===== src/rtl/fxp4s_pkg.sv =====
// Shared fxp4s constants, FSM state encoding and sign-magnitude pack/unpack helpers.
// Used by both the multiply and divide paths.
package fxp4s_pkg;

  localparam int FXP4S_WIDTH = 4;
  localparam int FXP4S_SIGN  = FXP4S_WIDTH - 1;
  localparam int FXP4S_MAG   = FXP4S_WIDTH - 1;

  typedef enum logic [1:0] {
    ST_IDLE = 2'd0,
    ST_RUN  = 2'd1,
    ST_DONE = 2'd2
  } fxp4s_state_e;

  function automatic logic fxp4s_sign(input logic [FXP4S_WIDTH-1:0] v);
    return v[FXP4S_SIGN];
  endfunction

  function automatic logic [FXP4S_MAG-1:0] fxp4s_mag(input logic [FXP4S_WIDTH-1:0] v);
    return v[FXP4S_MAG-1:0];
  endfunction

  // A zero magnitude never carries a sign bit.
  function automatic logic [FXP4S_WIDTH-1:0] fxp4s_pack(input logic s,
                                                         input logic [FXP4S_MAG-1:0] m);
    return {s & (m != '0), m};
  endfunction

endpackage


===== src/rtl/fxp4s_mul_step.sv =====
// One shift-add partial product: adds a_mag<<cnt into acc when the selected multiplier bit is set.
// Purely combinational, no handshake.
module fxp4s_mul_step
  import fxp4s_pkg::*;
#(
  parameter int MAG = FXP4S_MAG,
  parameter int CW  = 2
) (
  input  logic [2*MAG-1:0] acc,
  input  logic [MAG-1:0]   a_mag,
  input  logic             b_bit,
  input  logic [CW-1:0]    cnt,
  output logic [2*MAG-1:0] acc_nxt
);

  logic [2*MAG-1:0] a_ext;
  logic [2*MAG-1:0] pp;

  always_comb begin
    a_ext   = {{MAG{1'b0}}, a_mag};
    pp      = a_ext << cnt;
    acc_nxt = b_bit ? (acc + pp) : acc;
  end

endmodule


===== src/rtl/fxp4s_mul_seq.sv =====
// Sequential sign-magnitude multiplier: result valid the cycle after MAG run edges; holds in DONE until out_ready.
// in_ready only in IDLE; FXP4S_MUL_SAT_EN selects saturation instead of wrap on overflow.
module fxp4s_mul_seq
  import fxp4s_pkg::*;
#(
  parameter int WIDTH = FXP4S_WIDTH
) (
  input  logic             clk,
  input  logic             rstn,
  input  logic             in_valid,
  output logic             in_ready,
  input  logic [WIDTH-1:0] in_a,
  input  logic [WIDTH-1:0] in_b,
  output logic             out_valid,
  input  logic             out_ready,
  output logic [WIDTH-1:0] out_p,
  output logic             overflow
);

  localparam int MAG = WIDTH - 1;
  localparam int CW  = (MAG > 1) ? $clog2(MAG) : 1;

  fxp4s_state_e     state_q, state_d;
  logic [MAG-1:0]   a_mag_q, a_mag_d;
  logic [MAG-1:0]   b_mag_q, b_mag_d;
  logic             sign_q, sign_d;
  logic [2*MAG-1:0] acc_q, acc_d;
  logic [CW-1:0]    cnt_q, cnt_d;
  logic [WIDTH-1:0] out_p_q, out_p_d;
  logic             ovf_q, ovf_d;

  logic [2*MAG-1:0] acc_nxt;
  logic             res_ovf;
  logic [MAG-1:0]   res_mag;

  fxp4s_mul_step #(
    .MAG (MAG),
    .CW  (CW)
  ) u_step (
    .acc     (acc_q),
    .a_mag   (a_mag_q),
    .b_bit   (b_mag_q[cnt_q]),
    .cnt     (cnt_q),
    .acc_nxt (acc_nxt)
  );

  // Result formatting works on the post-step accumulator so the last step and output register share an edge.
  always_comb begin
    res_ovf = |acc_nxt[2*MAG-1:MAG];
`ifdef FXP4S_MUL_SAT_EN
    res_mag = res_ovf ? {MAG{1'b1}} : acc_nxt[MAG-1:0];
`else
    res_mag = acc_nxt[MAG-1:0];
`endif
  end

  always_comb begin
    state_d = state_q;
    a_mag_d = a_mag_q;
    b_mag_d = b_mag_q;
    sign_d  = sign_q;
    acc_d   = acc_q;
    cnt_d   = cnt_q;
    out_p_d = out_p_q;
    ovf_d   = ovf_q;

    unique case (state_q)
      ST_IDLE: begin
        if (in_valid) begin
          a_mag_d = in_a[MAG-1:0];
          b_mag_d = in_b[MAG-1:0];
          sign_d  = in_a[WIDTH-1] ^ in_b[WIDTH-1];
          acc_d   = '0;
          cnt_d   = '0;
          state_d = ST_RUN;
        end
      end
      ST_RUN: begin
        acc_d = acc_nxt;
        cnt_d = cnt_q + 1'b1;
        if (cnt_q == CW'(MAG - 1)) begin
          out_p_d = {sign_q & (res_mag != '0), res_mag};
          ovf_d   = res_ovf;
          state_d = ST_DONE;
        end
      end
      ST_DONE: begin
        if (out_ready) state_d = ST_IDLE;
      end
      default: state_d = ST_IDLE;
    endcase
  end

  always_ff @(posedge clk or negedge rstn) begin
    if (!rstn) begin
      state_q <= ST_IDLE;
      a_mag_q <= '0;
      b_mag_q <= '0;
      sign_q  <= 1'b0;
      acc_q   <= '0;
      cnt_q   <= '0;
      out_p_q <= '0;
      ovf_q   <= 1'b0;
    end else begin
      state_q <= state_d;
      a_mag_q <= a_mag_d;
      b_mag_q <= b_mag_d;
      sign_q  <= sign_d;
      acc_q   <= acc_d;
      cnt_q   <= cnt_d;
      out_p_q <= out_p_d;
      ovf_q   <= ovf_d;
    end
  end

  assign in_ready  = (state_q == ST_IDLE);
  assign out_valid = (state_q == ST_DONE);
  assign out_p     = out_p_q;
  assign overflow  = ovf_q;

endmodule

===== config.mk =====
export PLATFORM = sky130hd
export DESIGN_NAME = fxp4s_mul_seq
export DESIGN_NICKNAME = d
export VERILOG_FILES = /design/src/rtl/fxp4s_pkg.sv /design/src/rtl/fxp4s_mul_step.sv /design/src/rtl/fxp4s_mul_seq.sv
export SDC_FILE = /design/constraint.sdc
export NUM_CORES = 1
export LEC_CHECK = 0
export ABC_CLOCK_PERIOD_IN_PS = 4200
export CORE_UTILIZATION = 57
export DETAILED_ROUTE_END_ITERATION = 12
export HOLD_SLACK_MARGIN = 0.1
export PLACE_DENSITY = 0.88
export SKIP_CTS_REPAIR_TIMING = 1
export SLEW_MARGIN = 20
export SYNTH_ARGS = -nofsm -noshare
export SYNTH_HDL_FRONTEND = slang
export SYNTH_SLANG_ARGS = --single-unit
export TNS_END_PERCENT = 1

===== constraint.sdc =====
create_clock -name clk -period 4.2 [get_ports clk]
set_input_delay 0.63 -clock clk [delete_from_list [all_inputs] [get_ports clk]]
set_output_delay 0.63 -clock clk [all_outputs]
set_load 0.05 [all_outputs]

==> impl_summary.txt, run 1 <==
----------------------------------------------------
[Status]
  Run status ... completed

[Setup path]
  Worst R2R Start ... cnt_q[0]$_DFFE_PN0P_
  Critical path data arrival time ... 1.82 ns
  Critical Path Source Type ... register
  Crit path largest cell delay ... between 0.7 and 0.8 ns
  Slack of the worst reg-to-reg path ... 1.82 ns
  R2r endpoint ... overflow$_DFFE_PN0P_
  Cell with the biggest individual delay on the critical path ... clkdlybuf4s50_1
  Largest fanout on the critical path ... 7
  Crit path kind ... register to primary output
  Cell-by-cell listing of the critical path ... nand2b_1 -> inv_1 -> clkdlybuf4s50_1
  Number of cells traversed by the worst register-to-register path ... 9
  Type of element capturing the critical path ... primary output
  Data required time of the worst path ... 3.57 ns

[Die]
  Area enclosed by the die boundary ... 2530 sq um
  Top-level port count ... 19
  Core area ... 2210 sq um
  Die width ... 50.3 um
  Y dimension of the die ... around 50 um
  Site row count ... 17
  Effective utilization at floorplan ... 60.1%

[STA]
  Setup repair after global routing missed its margin ... false
  Worst slack on hold paths ... 0.255 ns
  Summed negative setup slack over all endpoints ... 0 ns
  Final cycle utilization of the critical path ... 58.4%
  Setup-violating endpoint count in the final report ... 0
  Maximum clock skew at final layout ... 0.000907 ns
  Slew Viols, Final ... 0
  Final critical delay including setup and external delays ... 2.45 ns
  Worst-margin pin slew ... 0.583 ns
  Final count of hold timing violations ... 0
  Maximum frequency from static timing analysis ... ~410 MHz
  Slew Limit Headroom ... 61.1%

[Clock tree]
  CTS tree ... yes
  Sink Count ... 22
  Number of buffers created by CTS ... 3
  Insertion delay of the later-clocked pin in the worst-skew pair ... 0.31 ns
  H-Tree Depth ... 1
  Reg clk slew, reported paths ... about 0.12 ns
  Root buf cell ... clkbuf_4
  Maximum buffer depth of the clock tree ... 2

[Yosys]
  Sequential-to-total area share from yosys stat ... 41.4%
  Post-Synthesis Cell Area ... 1330 sq um
  Adder and majority gate portion of the synthesized area ... 7.16%
  Register bit total from synthesis ... 22
  Multiplexer share of the synthesized area ... 12.1%
  Synth Area per Inst ... 10.6 sq um
  Dominant combinational cell family by area after synthesis ... compound AO/OA/AOI/OAI gates
  Number of library cell types mapped by synthesis ... 41
  Fraction of the mapped netlist area in compound gates ... between 10% and 20%
  Post-Synth Simple-Gate Area ... 12.8%
  Post-synth EDFFs ... 0
  Ys flop type ... dfrtp_1
  Post-synth ARST share ... 100%
  Yosys warning total ... 0
  Syn Inst Count ... approximately 130
  Area share of xor/xnor cells in the synthesized design ... 3.30%
  Number of nets produced by synthesis ... 144

[Final layout]
  # nets final ... ~160
  Area added between synthesis and finish ... 15.0%
  Finished Core Util ... 69.1%
  Share of final-layout standard cells stronger than drive strength 1 ... 12.1%
  Filler instances ... 190
  Ant. Diodes ... 0

[Detailed routing]
  Total DRC errors in the routed layout ... 0
  Sum of routed wire length over all layers ... 2.38 mm
  Number of vias after detailed routing ... 977
  Number of antenna-violating nets in the routed design ... 0
  1st-pass router iterations ... 5
  Average vias per placed instance ... roughly 5.8
  DRC marker count from the first detailed-route iteration ... 14
  Avg WL per Cell ... ~14 um

[Global route]
  Layer with the highest usage ... met2
  Number of global-route vias before repair ... ~910
  Wire length of the first global-routing pass ... 4.08 mm
  Antenna violations before repair ... 0
  Met2 track demand over resource in global routing ... 35.8%
  Met1 capacity usage during global routing ... between 20% and 30%
  Maximum number of pins on one net before global-route repair ... 23
  Met3 Track Usage GR ... 3.64%
  Global-route congestion overflow total ... 0
  Gr usage total ... 21.7%

[Power and ir drop]
  Areal power density over the cells ... about 860 nW/um^2
  Pleak ... 0.659 nW
  Overall power after layout ... 0.00131 W
  Max rail drop VDD ... 0.524 mV

[Placement]
  Number of buffer cells added on primary ports ... 18
  Global placement routability congestion ... 0.855
  DPL Wire Length ... 1.82 mm

[Worst hold path]
  Hold crit path type ... primary input to async pin

[Job]
  # Max-Cap Violations ... 0

----------------------------------------------------
-- registers in the layout, indices dropped and copies added (netlist names) --
name      count
a_mag_q       3
sign_q        1
cnt_q         2
state_q       2
b_mag_q       3
acc_q         6
out_p         4
overflow      1
-- where the power goes --
part	leakage (nW)	internal, W	total, W	switching (W)
sequential	0.276	0.000303	0.000413	0.000109
combinational	0.370	0.000356	0.000797	0.000441
clock	0.0138	0.0000336	0.0000980	0.0000645
total	0.659	0.000693	0.00131	0.000615
-- kinds of logic after synthesis --
family,count (synthesis)
XOR/XNOR,5
flip-flops,22
adder cells (fa/ha/maj),7
AO/OA/AOI/OAI,30
buffers and inverters,13
AND/OR/NAND/NOR,34
multiplexers,14
-- routing by layer --
layer,wire length [um],vias up
met4,29,0
met2,1150,32
li1,-,473
met1,1100,467
met5,0,-
met3,100,5
-- worst max-delay path by stage --
stage	start	end	slack (ns)	depth (start not counted)
global placement	cnt_q[0]$_DFFE_PN0P_	overflow$_DFFE_PN0P_	1.93	9
CTS	state_q[0]$_DFFE_PN0P_	out_valid	1.75	3
floorplan	cnt_q[0]$_DFFE_PN0P_	overflow$_DFFE_PN0P_	2.09	9
detailed placement	cnt_q[0]$_DFFE_PN0P_	overflow$_DFFE_PN0P_	1.87	9
global route	state_q[0]$_DFFE_PN0P_	out_valid	1.66	3
finish	state_q[0]$_DFFE_PN0P_	out_valid	1.75	3
-- critical path, delay by kind of cell, from the launching register on --
family / cells / cell delay [ns]
DFF: 1 / 0.48
buffers and inverters: 2 / 0.85
and+or+nand+nor: 1 / 0.19
-- metrics by stage --
stage / cells / area (sq um) / setup WS (ns)
2_1_floorplan: 125 / 1330 / 2.09
3_3_place_gp: 166 / 1510 / 1.93
3_5_place_dp: 166 / 1510 / 1.87
4_1_cts: 169 / 1530 / 1.75
5_1_grt: 169 / 1530 / 1.66
6_report: 169 / 1530 / 1.75
-- placed cells by master, fill, tap and decap left out, types with 2 or more instances in the layout --
master           Yosys  routed
o21ai_0              8       8
a21oi_1              4       4
a22o_1               2       2
xor2_1               2       2
o21ai_1              4       4
xnor2_1              3       3
clkdlybuf4s50_1      0      17
inv_1                8       8
nand3_1              2       2
nand2b_1             3       3
mux2_2               6       6
ha_1                 6       6
and2_1               2       2
clkbuf_4             1       3
o22ai_1              2       2
nor3b_1              2       2
dfrtp_1             22      22
mux2i_1              6       6
nor2_1               4       4
nand2_1             14      14
-- cell type report --
class	instances	area [sq um]	share of cell area, %
inverter	8	30.0	1.97
timing repair buffer	18	175	11.5
sequential	22	551	36.0
multi-input combinational	90	714	46.8
clock buffer	3	22.5	1.47
tap	28	35.0	2.29
-- synth_stat cells, drive strengths merged (2+ instances only) --
cell type	instances	share of area (%)
dfrtp	22	41
nand2	14	4.0
o21ai	12	4.5
inv	8	2.3
mux2	7	5.9
mux2i	7	6.2
ha	6	5.6
a21oi	4	1.5
buf	4	2.0
nor2	4	1.1
and2	3	1.4
nand2b	3	1.4
xnor2	3	2.0
a22o	2	1.3
nand3	2	0.75
nor3b	2	1.1
o22ai	2	0.94
o31ai	2	1.5
or2	2	0.94
xor2	2	1.3
Power figures use the tool's default switching activity.
==> run 2: changes to the inputs <==
- ABC_CLOCK_PERIOD_IN_PS: 4200 -> 2200
- CORE_UTILIZATION: 57 -> 48
- PLACE_DENSITY: 0.88 -> 0.79
- clock period: 4.2 -> 2.2 ns (I/O delays scaled with it)
==> run 2 against run 1 <==
  * Register-to-register slack got worse by 1.8 ns
  * Critical path type is now register to register
  * Critical path depth increased by 6
  * Flip-flop and latch count unchanged
  * Worst setup slack got worse by 1.7 ns
  * Highest routed layer unchanged
  * Wire length increased by 20%
  * Clock power increased by 130%
  * Die area increased by 18%
  * Via count increased by 2.6%
  * Cell area increased by 7.6%
  * Sequential power increased by 86%
==> impl_summary.txt, run 2 (same netlist as run 1, synthesis figures left out) <==
----------------------------------------------------
[Status]
  Run status ... completed

[Detailed routing]
  Total DRC errors in the routed layout ... 0 (unchanged)
  Average vias per placed instance ... 5.60 (-3.2%)
  Avg WL per Cell ... 15.9 um (+13%)
  Met2 layer wire length in the routed design ... 1.50 mm (+31%)
  Sum of routed wire length over all layers ... 2.85 mm (+20%)
  Uppermost layer routed ... met4
  Wire length on met1 ... 1.21 mm (+9.9%)
  Number of antenna-violating nets in the routed design ... 0 (unchanged)
  Number of vias after detailed routing ... 1002 (+2.6%)
  DRC marker count from the first detailed-route iteration ... 16 (+2)
  1st-pass router iterations ... 4 (-1)
  Total length of routed met3 wires ... 85 um (-15%)

[Setup path]
  Crit path kind ... register to register
  Startpoint of the worst setup timing path ... cnt_q[0]$_DFFE_PN0P_
  Cell-by-cell listing of the critical path ... mux2i_1 -> or2_2 -> inv_1 -> ha_1 -> a21o_1 -> a21oi_2 -> xnor2_1 -> a211oi_2 -> a32oi_1
  Worst setup path endpoint ... overflow$_DFFE_PN0P_
  Type of element capturing the critical path ... register
  Data required time of the worst path ... 2.44 ns (-1.13 ns)
  Largest fanout on the critical path ... 4 (-3)
  Worst R2R Start ... cnt_q[0]$_DFFE_PN0P_
  Dominant delay contributor by cell family on the critical path ... compound AO/OA/AOI/OAI gates
  Cell with the biggest individual delay on the critical path ... dfrtp_2
  Critical Path Source Type ... register
  Crit path largest cell delay ... 0.47 ns (-0.32 ns)
  Number of cells traversed by the worst register-to-register path ... 9 (unchanged)
  Critical path data arrival time ... 2.41 ns (+0.59 ns)
  R2r endpoint ... overflow$_DFFE_PN0P_
  Slack of the worst reg-to-reg path ... 0.03 ns (-1.79 ns)
  Logic depth of the worst setup path including buffers ... 9 (+6)
  Worst path bufs/invs ... 1 (-1)

[Final layout]
  Register bank with the most flops ... acc_q
  Area taken by multi-input logic gates ... 744 sq um (+4.2%)
  # nets final ... 169 (+4.3%)
  Flip-flop count of the largest register, all copies and words added ... 6 (unchanged)
  Most common cell after layout, fill and taps aside ... dfrtp_1
  Filler instances ... 209 (+10%)
  Area added between synthesis and finish ... 23.7%
  Ant. Diodes ... 0 (unchanged)
  Share of final-layout standard cells stronger than drive strength 1 ... 22.1% (+10 points)
  Sequential cell area ... 553 sq um (+0.45%)
  Most frequent cells in the layout ... dfrtp_1 (20), clkdlybuf4s50_1 (17), nand2_1 (14), inv_1 (8), o21ai_0 (8)
  Final design instance area without fill ... 1640 sq um (+7.6%)
  Finished Core Util ... 64.6% (-4.5 points)

[Die]
  Site row count ... 18 (+1)
  Effective utilization at floorplan ... 52.2% (-7.9 points)
  Area enclosed by the die boundary ... 2980 sq um (+18%)
  Core area ... 2540 sq um (+15%)
  Y dimension of the die ... 54.6 um (+8.6%)
  Top-level port count ... 19 (unchanged)
  Die width ... 54.6 um (+8.6%)

[Clock tree]
  Maximum buffer depth of the clock tree ... 2 (unchanged)
  Insertion delay of the later-clocked pin in the worst-skew pair ... 0.32 ns (about the same)
  H-Tree Depth ... 1 (unchanged)
  Sink Count ... 22 (unchanged)
  Root buf cell ... clkbuf_4
  CTS tree ... yes
  Number of buffers created by CTS ... 3 (unchanged)
  Reg clk slew, reported paths ... 0.12 ns (about the same)

[Placement]
  Number of buffer cells added on primary ports ... 18 (unchanged)
  Area after detailed placement ... 1560 sq um (+3.1%)
  Worst Setup Slack post-DPL ... 0.0717 ns (-1.80 ns)
  DPL Wire Length ... 2.04 mm (+12%)
  Global placement routability congestion ... 0.847 (-0.97%)

[STA]
  Slew Viols, Final ... 0 (unchanged)
  Final critical delay including setup and external delays ... 2.17 ns
  Summed negative setup slack over all endpoints ... 0 ns (unchanged)
  Slew Limit Headroom ... 61.0% (-0.083 points)
  Final count of hold timing violations ... 0 (unchanged)
  Worst-margin pin slew ... 0.583 ns (+0.0000421 ns)
  Setup repair after global routing missed its margin ... true
  Maximum frequency from static timing analysis ... 460 MHz
  Final cycle utilization of the critical path ... 98.7%
  Setup-violating endpoint count in the final report ... 0 (unchanged)
  Post-route setup slack ... 0.0275 ns (-1.72 ns)
  Maximum clock skew at final layout ... 0.000992 ns (+0.0000843 ns)

[Power and ir drop]
  Clock network fraction of total power ... 8.4% (+0.9 points)
  Relative contribution of combinational cells to total power ... 63.6% (+2.6 points)
  Reported net switching power ... 0.00127 W (+110%)
  Cell-internal power ... 0.00147 W (+110%)
  Switching fraction of total power ... 46.4% (-0.62 points)
  Sequential fraction of design power ... 28.0% (-3.5 points)
  Areal power density over the cells ... 1670 nW/um^2 (+95%)
  Pleak ... 0.721 nW (+9.4%)
  Max rail drop VDD ... 1.02 mV (+94%)

[Global route]
  Antenna violations before repair ... 0 (unchanged)
  Number of global-route vias before repair ... 985 (+8.1%)
  Gr usage total ... 21.6% (-0.13 points)
  Maximum number of pins on one net before global-route repair ... 23 (unchanged)
  Global-route congestion overflow total ... 0 (unchanged)
  Wire length of the first global-routing pass ... 4.39 mm (+7.6%)

[Job]
  # Max-Cap Violations ... 0 (unchanged)

[Worst hold path]
  Hold crit path type ... primary input to async pin

----------------------------------------------------
run 2: cell count changes in the layout (fill, tap and decap cells not counted), moves of 2 or more:
cell     change
buf_6        +2
dfrtp_2      +2
buf_4        +5
dfrtp_1      -2
a21oi_2      +2
a21oi_1      -2
run 2: routing by layer:
metal | vias up | global-route usage (%)
met1 | 492 | 25.3
met3 | 5 | 2.50
met4 | 0 | 12.0
li1 | 484 | -
met2 | 21 | 37.8
met5 | - | 0
run 2: through the flow:
step                      total power, W  cells  hold WS, ns
after floorplan                  0.00199    125       0.0344
after CTS                        0.00264    178        0.342
after global routing             0.00292    179        0.382
after global placement           0.00235    174        0.467
final                            0.00274    179        0.340
after detailed placement         0.00240    174        0.487
run 2: area by class of cell:
| cell class | instances | area share [%] |
|---|---|---|
| clock buffer | 4 | 2.21 |
| tap | 30 | 2.28 |
| multi-input combinational | 90 | 45.3 |
| sequential | 22 | 33.6 |
| timing repair buffer | 25 | 14.8 |
| inverter | 8 | 1.83 |
run 2: worst min-delay path by stage:
stage                     depth (start not counted)                endpoint                 start  slack [ns]
final                                             2    acc_q[3]$_DFFE_PN0P_                  rstn        0.34
after global placement                            2    out_p[0]$_DFFE_PN0P_  out_p[0]$_DFFE_PN0P_        0.47
after CTS                                         2    acc_q[3]$_DFFE_PN0P_                  rstn        0.34
after floorplan                                   0  a_mag_q[0]$_DFFE_PN0P_                  rstn        0.03
after global routing                              2    acc_q[3]$_DFFE_PN0P_                  rstn        0.38
after detailed placement                          2    out_p[2]$_DFFE_PN0P_  out_p[2]$_DFFE_PN0P_        0.49
run 2: power groups by stage:
stage          clock network, W  registers (W)  logic, W
3_3_place_gp                  0       0.000747   0.00160
5_1_grt                0.000245       0.000791   0.00188
2_1_floorplan                 0       0.000835   0.00116
4_1_cts                0.000235       0.000755   0.00165
3_5_place_dp                  0       0.000764   0.00164
6_report               0.000230       0.000768   0.00174
==> RTL edit: new RTL, flow settings as in run 2 <==
Set the package constant `FXP4S_WIDTH` to 8 (it was 4).
--- a/src/rtl/fxp4s_pkg.sv
+++ b/src/rtl/fxp4s_pkg.sv
@@ -2,7 +2,7 @@
 // Used by both the multiply and divide paths.
 package fxp4s_pkg;
 
-  localparam int FXP4S_WIDTH = 4;
+  localparam int FXP4S_WIDTH = 8;
   localparam int FXP4S_SIGN  = FXP4S_WIDTH - 1;
   localparam int FXP4S_MAG   = FXP4S_WIDTH - 1;
 
Interface: changed (resized in_a, in_b and out_p); port bits go from 19 to 31. The function was not compared with the original's and may differ.
==> RTL edit against run 2 <==
- maximum frequency is 25% lower
- core utilization increased by 4.3 points
- non-clock buffer count increased by 74
- sequential cell count increased by 21
- critical path depth increased by 2
- die area up 120%
- sequential share of layout area fell by 7.2 points
- synthesized area is 120% higher
- routed wire length rose to 2.9 times the old value
- final area up 150%
- setup slack lost 710 ps
- the flow now finishes with violations (setup timing)
Power is not shown: default switching activity piles up to over one toggle a cycle in this logic, so the estimate is an artifact.
==> RTL edit: results (changes against run 2) <==
[grt] global routing usage summed across all routing layers 26.39% [+4.8 points]
[detailed_routing] average vias per placed instance 5.994 [+7.1%]
[grt] pin count of the biggest net entering global routing 31 [+35%]
[detailed_routing] wire length per cell after detailed routing 17.13 um [+7.6%]
[worst_setup_path] Worst Reg2Reg Path Length in Cells 11 [+2]
[synth] cells taking the most area after synthesis sky130_fd_sc_hd__dfrtp_1 36%, sky130_fd_sc_hd__mux2_2 7.6%, sky130_fd_sc_hd__ha_1 6.4%
[final_layout] number of flip-flops under the largest register name 14 [+8]
[detailed_routing] number of search-and-repair iterations in the first detailed-routing pass 7 [+3]
[worst_setup_path] maximum fanout along the worst path 5 [+1]
[worst_setup_path] data arrival time of the critical path 3050 ps [+640 ps]
[timing] Layout Skew 7.280 ps [+6.288 ps]
[clock_network] number of buffers created by CTS 5 [+2]
[synth] area share of fa/ha/maj cells after synthesis 7.043% [-0.11 points]
[placed_design] HPWL after detailed placement 6.054 mm [+200%]
[grt] via count of the first global-routing pass 2812 [+190%]
[timing] transition at the pin with the smallest max-transition slack 697.1 ps [+113.9 ps]
[synth] Post-Synth XOR/XNOR Area 2.376% [-0.92 points]
[clock_network] clock root buffer sky130_fd_sc_hd__clkbuf_8
[outcome] status complete, but fails checks
[synth] Cell variety after synth 54 [+32%]
[timing] final setup vio count 17 [+17]
[final_layout] fraction of layout cells with a size suffix above 1 33.66% [+12 points]
[synth] multiplexer area fraction after synthesis 14.26% [+2.1 points]
[placed_design] number of port buffers 30 [+12]
[synth] area fraction in compound gates after synthesis 21.26% [+2.9 points]
[timing] crit path setup slack, layout -682.2 ps [-709.7 ps]
[synth] commonest cells in the synthesized netlist 43 x sky130_fd_sc_hd__dfrtp_1, 37 x sky130_fd_sc_hd__nand2_1, 25 x sky130_fd_sc_hd__o21ai_0, 21 x sky130_fd_sc_hd__nor2_1, 20 x sky130_fd_sc_hd__mux2_2
[outcome] violations in the final reports setup timing
==> RTL edit: final cells by class <==
type                            count  area, sq um
Clock inverter                      1        7.507
Timing Repair Buffer               99        833.3
Multi-Input combinational cell    251         1941
Inverter                            6        27.53
Tap cell                           75        93.84
Fill cell                         452         1843
Sequential cell                    43         1079
Clock buffer                        7        96.34
==> RTL edit: metrics by stage <==
| step | std cells | hold slack [ps] | util, % | setup TNS (ps) |
|---|---|---|---|---|
| 2_1_floorplan | 315 | 34.41 | - | -5662 |
| 3_3_place_gp | 471 | 401.8 | 64.86 | -6020 |
| 3_5_place_dp | 471 | 410.8 | 64.86 | -7029 |
| 4_1_cts | 479 | 79.14 | 66.61 | -7705 |
| 5_1_grt | 482 | 102.8 | 68.87 | -9287 |
| 6_report | 482 | 58.22 | 68.87 | -7115 |
==> RTL edit: routing by layer <==
| layer | share of wire [%] | vias to the layer above | global-route usage [%] | wire length (um) |
|---|---|---|---|---|
| met5 | 0 | - | 0 | 0 |
| met3 | 4.8 | 20 | 5.682 | 398 |
| met1 | 42 | 1407 | 32.88 | 3502 |
| met2 | 50 | 106 | 44.83 | 4142 |
| met4 | 2.6 | 0 | 8.929 | 214 |
| li1 | - | 1356 | - | - |
==> RTL edit: cell families (layout without fill, tap and decap cells) <==
group | after synthesis | in the layout
AND/OR/NAND/NOR | 96 | 96
buffers and inverters | 21 | 113
flip-flops | 43 | 43
multiplexers | 37 | 37
XOR/XNOR | 8 | 8
AO/OA/AOI/OAI | 94 | 94
adder cells (fa/ha/maj) | 16 | 16
==> RTL edit: worst reg2reg max path: stages (launching register included) <==
cell and delay (ps):
sky130_fd_sc_hd__dfrtp_2 420, sky130_fd_sc_hd__buf_4 160, sky130_fd_sc_hd__nor2_1 60, sky130_fd_sc_hd__and3_4 160, sky130_fd_sc_hd__ha_4 160, sky130_fd_sc_hd__fa_2 410, sky130_fd_sc_hd__a211oi_4 290, sky130_fd_sc_hd__o211ai_1 220
sky130_fd_sc_hd__a211oi_2 340, sky130_fd_sc_hd__o2111ai_2 180, sky130_fd_sc_hd__a211oi_2 230, sky130_fd_sc_hd__a31oi_1 100
==> RTL edit: worst max-delay path by stage <==
stage                       endpoint  slack [ps]  cells past startpoint
2_1_floorplan   overflow$_DFFE_PN0P_        -480                     11
3_3_place_gp   acc_q[12]$_DFFE_PN0P_        -600                     13
3_5_place_dp    overflow$_DFFE_PN0P_        -640                     12
4_1_cts         overflow$_DFFE_PN0P_        -680                     12
5_1_grt         overflow$_DFFE_PN0P_        -790                     11
6_report        overflow$_DFFE_PN0P_        -680                     11
